--- src/rtl/bus_arbiter.sv ---
// Round-robin arbiter and sequencer that lets two requesters share the local register bus.
// A transfer takes 4+SETUP_WAIT cycles from grant to idle. Losers wait while req is held, and inputs are sampled only at grant.
module bus_arbiter #(
  parameter int unsigned SETUP_WAIT = 0
) (
  input  logic        clk,
  input  logic        rst_n,
  input  logic        req0,
  input  logic        req1,
  input  logic        wr0,
  input  logic        wr1,
  input  logic [15:0] addr0,
  input  logic [15:0] addr1,
  input  logic [15:0] wrdata0,
  input  logic [15:0] wrdata1,
  output logic        ack0,
  output logic        ack1,
  output logic [15:0] rddata0,
  output logic [15:0] rddata1,
  output logic [15:0] baddr,
  output logic [15:0] bwrdata,
  output logic        bwr,
  output logic        bstrobe,
  input  logic [15:0] brddata,
  output logic [1:0]  grant,
  output logic        busy,
  output logic [15:0] nops0,
  output logic [15:0] nops1
);

  localparam logic [3:0] LP_WAIT = 4'(SETUP_WAIT);

  typedef enum logic [1:0] {
    S_IDLE,
    S_SETUP,
    S_STROBE,
    S_DONE
  } state_t;

  state_t      r_state;
  logic        r_last;
  logic        r_own;
  logic [3:0]  r_cnt;
  logic [15:0] r_baddr;
  logic [15:0] r_bwrdata;
  logic        r_bwr;
  logic        r_bstrobe;
  logic [15:0] r_rd0;
  logic [15:0] r_rd1;
  logic        r_ack0;
  logic        r_ack1;
  logic [15:0] r_nops0;
  logic [15:0] r_nops1;
  logic [1:0]  r_grant;
  logic        r_busy;

  logic        w_any;
  logic        w_win;

  // On a tie the requester that was not served last wins.
  assign w_any = req0 | req1;
  assign w_win = (req0 & req1) ? ~r_last : (req1 & ~req0);

  always_ff @(posedge clk) begin
    if (!rst_n) begin
      r_state   <= S_IDLE;
      r_last    <= 1'b1;
      r_own     <= 1'b0;
      r_cnt     <= 4'd0;
      r_baddr   <= 16'h0000;
      r_bwrdata <= 16'h0000;
      r_bwr     <= 1'b0;
      r_bstrobe <= 1'b0;
      r_rd0     <= 16'h0000;
      r_rd1     <= 16'h0000;
      r_ack0    <= 1'b0;
      r_ack1    <= 1'b0;
      r_nops0   <= 16'h0000;
      r_nops1   <= 16'h0000;
      r_grant   <= 2'b00;
      r_busy    <= 1'b0;
    end else begin
      r_ack0 <= 1'b0;
      r_ack1 <= 1'b0;
      case (r_state)
        S_IDLE: begin
          if (w_any) begin
            r_own     <= w_win;
            r_bwr     <= w_win ? wr1 : wr0;
            r_baddr   <= w_win ? addr1 : addr0;
            r_bwrdata <= w_win ? wrdata1 : wrdata0;
            r_grant   <= w_win ? 2'b10 : 2'b01;
            r_cnt     <= LP_WAIT;
            r_busy    <= 1'b1;
            r_state   <= S_SETUP;
          end
        end
        S_SETUP: begin
          if (r_cnt == 4'd0) begin
            r_bstrobe <= 1'b1;
            r_state   <= S_STROBE;
          end else begin
            r_cnt <= r_cnt - 4'd1;
          end
        end
        S_STROBE: begin
          // r_bwr still holds the latched direction here; it is dropped for DONE.
          r_bstrobe <= 1'b0;
          r_bwr     <= 1'b0;
          if (!r_bwr) begin
            if (r_own) r_rd1 <= brddata;
            else       r_rd0 <= brddata;
          end
          if (r_own) begin
            r_ack1  <= 1'b1;
            r_nops1 <= r_nops1 + 16'd1;
          end else begin
            r_ack0  <= 1'b1;
            r_nops0 <= r_nops0 + 16'd1;
          end
          r_last  <= r_own;
          r_state <= S_DONE;
        end
        S_DONE: begin
          r_grant <= 2'b00;
          r_busy  <= 1'b0;
          r_state <= S_IDLE;
        end
        default: r_state <= S_IDLE;
      endcase
    end
  end

  assign ack0    = r_ack0;
  assign ack1    = r_ack1;
  assign rddata0 = r_rd0;
  assign rddata1 = r_rd1;
  assign baddr   = r_baddr;
  assign bwrdata = r_bwrdata;
  assign bwr     = r_bwr;
  assign bstrobe = r_bstrobe;
  assign grant   = r_grant;
  assign busy    = r_busy;
  assign nops0   = r_nops0;
  assign nops1   = r_nops1;

endmodule

--- config.mk ---
export PLATFORM = sky130hd
export DESIGN_NAME = bus_arbiter
export DESIGN_NICKNAME = d
export VERILOG_FILES = /design/src/rtl/bus_arbiter.sv
export SDC_FILE = /design/constraint.sdc
export NUM_CORES = 1
export LEC_CHECK = 0
export BUFFER_PORTS_ARGS = -buffer_cell sky130_fd_sc_hd__buf_2
export CAP_MARGIN = 10
export CORE_MARGIN = 4
export CORE_UTILIZATION = 29
export DETAILED_ROUTE_END_ITERATION = 6
export GPL_ROUTABILITY_DRIVEN = 0
export SYNTH_ARGS = -nofsm -noshare
export SYNTH_HDL_FRONTEND = slang
export SYNTH_SLANG_ARGS = --single-unit
--- constraint.sdc ---
create_clock -name clk -period 2.2 [get_ports clk]
set_clock_uncertainty 0.1 [all_clocks]
set_input_delay 0.11 -clock clk [delete_from_list [all_inputs] [get_ports clk]]
set_output_delay 0.11 -clock clk [all_outputs]
set_load 0.05 [all_outputs]
Word-level counts from Yosys, hierarchy flattened
Index checks and enable logic that the tools add are counted.
{ "classes": {"n_bitwise": 7, "mux": 21, "n_eq_ne": 6, "n_addsub": 3, "n_reduce_logical": 17} }
{ "op_table": {"columns": ["cell", "count"], "rows": [
  ["$add A16 B1 Y16 const B", 2],
  ["$mux W16", 2],
  ["$reduce_and A2 Y1", 8],
  ["$reduce_and A3 Y1", 3],
  ["$mux W2", 4],
  ["$mux W4", 2],
  ["$pmux W2 S4", 1],
  ["$pmux W4 S2", 1],
  ["$reduce_bool A2 Y1", 4],
  ["$mux W1", 7],
  ["$ne A2 B2 Y1 const B", 3],
  ["$pmux W1 S2", 3],
  ["$eq A2 B2 Y1 const B", 2],
  ["$logic_not A4 Y1", 1],
  ["$not A1 Y1", 4],
  ["$pmux W2 S2", 1],
  ["$sub A4 B1 Y4 const B", 1],
  ["$and A1 B1 Y1", 2],
  ["$eq A2 B1 Y1 const B", 1],
  ["$logic_not A2 Y1", 1],
  ["$or A1 B1 Y1", 1]
]} }
{ "totals": {"input_bits": 86, "regBits": 111, "out_inout_bits": 103} }

Depth between registers and ports, before layout
{ "logic_depth": {"ltp_word": 6, "depth_mapped": 9, "ltp_nobuf": 6} }

Worst setup path before layout
No wires, ideal clock.
{ "synth_path": {"kind": "register -> register", "from": "reg r_nops0[3] (netlist: nops0[3])", "to": "reg r_nops0[15] (netlist: nops0[15])", "required_ps": 2030, "setup_slack_ps": 268, "n_path_buf": 1, "arrival_time_ps": 1761, "stages_incl_launch_ff": 6, "period_less_slack_ps": 1932, "cell_sequence": "dfxtp_1 > and4_1 > buf_6 > nand2_4 > or4_1 > a21oi_1"} }
{ "synth_between": {"elab_chain_len": 1} }
{ "synth_lines": {"columns": ["element", "line_no", "text"], "rows": [
  ["from (decl)", "52", "logic [15:0] r_nops0;"],
  ["from (signal assigned)", "119", "r_nops0 <= r_nops0 + 16'd1;"],
  ["$add A16 B1 Y16", "119", null]
]} }
Every way passes these cells.
A chain may end at the register's enable or synchronous reset.

Worst setup path in the final report
{ "layout_path": {"from": "reg r_state[0]", "to": "reg r_nops0[15] (netlist: nops0[15])"} }
{ "layout_between": {"elab_chain_len": 2} }
{ "layout_lines": {"columns": ["element", "line_no", "text"], "rows": [
  ["from (decl)", "40", "state_t r_state;"],
  ["from (signal assigned)", "66", "r_state <= S_IDLE;"],
  ["from (signal assigned)", "95", "r_state <= S_SETUP;"],
  ["from (signal assigned)", "101", "r_state <= S_STROBE;"],
  ["$eq A2 B2 Y1", "85", "case (r_state)"],
  ["$reduce_and A2 Y1 (no source line)", null, null]
]} }
Every way passes these cells.

==> results.json <==
{
  "hold_class": "in -> reg",
  "syn_avg_cell_area_um2": 8.93,
  "cp-end-kind": "flip-flop",
  "cp_max_fo": 10,
  "cp_cell_sequence": "inv_1 > ha_1 > and4b_2 > nand2_2 > or4_1 > a21oi_1",
  "dp_hpwl_um": 9000,
  "yosysWarnings": 0,
  "final_antenna_net_count": 0,
  "num_rows": 46,
  "grt_pass1_vias": 4209,
  "cts_setup_buffers": 0,
  "synth_seq_cells": 111,
  "synth_area_leader_cell": "dfxtp_1",
  "maxCapViolations": 0,
  "syn_to_final_growth_pct": 44.1,
  "synth_xor_area_share_pct": 4.89,
  "cp.required_ns": 2.38,
  "slowest_delay_ns": 0.48,
  "fillers": 1547,
  "period_share_pct": 93.6,
  "wl_um": 13000,
  "die_w_um": 135,
  "gr-total-overflow": 0,
  "initial_utilization_pct": 29.4,
  "rsz0062_at_grt": "false",
  "die_y_um": 135,
  "power_density_mw_per_mm2": 1110,
  "setup-violations-final": 0,
  "synth_area_leaders": "dfxtp_1, mux2i_1, nand2_1",
  "ir_drop_mv": 0.637,
  "antenna_cells": 0,
  "clk_pin_slew_ns": 0.07,
  "synthesis.nets": 617,
  "nets": 851,
  "cts-root-buf": "clkbuf_16",
  "antenna_found_initial": 0,
  "cts_max_level": 3,
  "syn_inst": 522,
  "post_drt_via_cell_ratio": 4.51,
  "synth_top_family_by_area": "simple AND/OR/NAND/NOR gates",
  "vias": 4411,
  "first_iter_violations": 145,
  "wl_per_cell_um": 13.3,
  "synth.most_common_cell": "dfxtp_1",
  "grt_pass1_wl_um": 21100,
  "p_leak_nw": 2.95,
  "arrival_ns": 2.24,
  "synth-compound-area-share_pct": 12.8,
  "max_freq_mhz": 486,
  "hold_violations": 0,
  "pre_cts_slack_ns": 0.162,
  "portBuffers": 188,
  "synthArstFlopShare_pct": 0,
  "start_kind": "flip-flop",
  "io_pins": 189,
  "cts_sinks": 111,
  "crit_type": "reg -> reg",
  "final.setup.tns_ns": 0,
  "grt_max_degree": 58,
  "drive_gt1_share_pct": 29.8,
  "numCtsBuffers": 9,
  "synth_mux_area_share_pct": 7.52,
  "fin_crit_ns": 2.06,
  "report.final.slew_viol_count": 0,
  "dr.pass1.iters": 4,
  "fin_ws_ns": 0.141,
  "coreArea_mm2": 0.0158,
  "grt_usage_pct": 14.3,
  "crit_slowest_cell": "or4_1",
  "drc": 0,
  "synth-edff-count": 0,
  "yosysTopAreaCellShare_pct": 47.7,
  "yosys.cell_types.count": 50,
  "crit_buf_inv": 1,
  "ys.flop_type": "dfxtp_1",
  "relSlewSlack_pct": 58.5,
  "netlist_area_mm2": 0.00466,
  "yosys.area_share.simple_pct": 20.8,
  "worstMarginPinSlew_ns": 0.622,
  "outcome": "finished clean",
  "clock_insertion_delay_worst_skew_ns": 0.35,
  "final_util_pct": 42.4,
  "cts_tree": "yes",
  "netlist_top_cells_count": "dfxtp_1, nand2_1, nor2_1, a21oi_1, mux2i_1",
  "synth-adder-area-share_pct": 2.42,
  "design.die.area_mm2": 0.0182,
  "clk_path_buf_depth": 2,
  "yosysSeqAreaShare_pct": 47.7,
  "critical_path.top_delay_family": "simple AND/OR/NAND/NOR gates"
}
==> routing by layer <==
| metal | track usage, % | wire length [µm] |
|---|---|---|
| met1 | 18.3 | 5890 |
| met2 | 22.7 | 5890 |
| met3 | 4.36 | 973 |
| met4 | 5.60 | 226 |
| met5 | 0 | 0 |
==> where the power goes <==
group	leakage [nW]	switching, W	internal [W]
Sequential	0.906	0.000234	0.00237
Clock	0.148	0.000741	0.000995
Combinational	1.89	0.00213	0.000969
Total	2.95	0.00311	0.00434
==> final timing paths <==
kind | from | cells after the start | slack [ns] | endpoint
min reg2reg | rddata0[0]$_SDFFE_PN0P_ | 2 | 0.35 | rddata0[0]$_SDFFE_PN0P_
max reg2reg | r_state[0]$_SDFFE_PN0P_ | 6 | 0.14 | nops0[15]$_SDFFE_PN0P_
max | r_state[0]$_SDFFE_PN0P_ | 6 | 0.14 | nops0[15]$_SDFFE_PN0P_
min | wrdata0[12] | 3 | 0.02 | bwrdata[12]$_SDFFE_PN0P_
==> cells by family (layout without fill, tap and decap cells) <==
group | after synthesis | after routing
fa+ha+maj | 9 | 9
flops | 111 | 111
buf+inv | 38 | 277
compound gates | 96 | 96
simple gates | 207 | 207
xor+xnor | 26 | 26
mux | 35 | 35
==> per-stage QoR <==
stage | hold WS [ns] | power [W] | cell area, µm² | instances
2_1_floorplan | 0.0818 | 0.00491 | 4660 | 522
3_3_place_gp | 0.267 | 0.00565 | 5840 | 905
3_5_place_dp | 0.269 | 0.00566 | 5840 | 905
4_1_cts | 0.0000468 | 0.00754 | 6710 | 977
5_1_grt | 0.0150 | 0.00792 | 6720 | 977
6_report | 0.0160 | 0.00744 | 6720 | 977
==> state kept, by name, summed over array words and instances, names as in the netlist, 2 cells and up <==
name     cells
baddr       16
bwrdata     16
nops0       16
nops1       16
rddata0     16
rddata1     16
r_cnt        4
grant        2
r_state      2
==> timing repair <==
item / 4_1_cts / 5_1_grt
endpoints found under the hold margin: 57 / 0
resized for setup: 0 / 1
hold buffers: 56 / 0
endpoints found under the setup margin: 0 / 1
==> cells in the final DEF (no fill, tap or decap), types with 2 or more instances in the layout <==
cell,count
dlygate4sd3_1,56
or4_1,3
o31ai_1,3
dfxtp_1,111
xnor2_1,8
nand2b_1,3
ha_1,9
buf_2,188
nor2_1,69
o21ai_0,7
nor3_1,4
nor2b_1,2
nand3_1,8
a211oi_1,34
a21oi_1,44
xor2_1,18
and4_1,4
or3_1,5
clkinv_2,3
a22oi_1,2
clkbuf_16,9
nor4_1,2
buf_12,2
bufinv_16,2
nand2_1,78
buf_4,9
and3_1,2
nand4_1,12
mux2i_1,35
inv_1,4
clkinvlp_4,2
==> worst min-delay path, cell delays in order <==
cell	delay (ns)
buf_2	0.09
mux2i_1	0.13
a211oi_1	0.08
==> layout make-up <==
cell class | count | area [µm²] | area share [%]
clock inverter | 6 | 85.1 | 1.27
tap | 216 | 270 | 4.02
inverter | 6 | 23.8 | 0.354
clock buffer | 10 | 229 | 3.41
sequential | 111 | 2220 | 33.1
timing repair buffer | 255 | 1610 | 24.0
multi-input combinational | 373 | 2280 | 33.9
No activity file was read; power rests on OpenSTA's default activity.
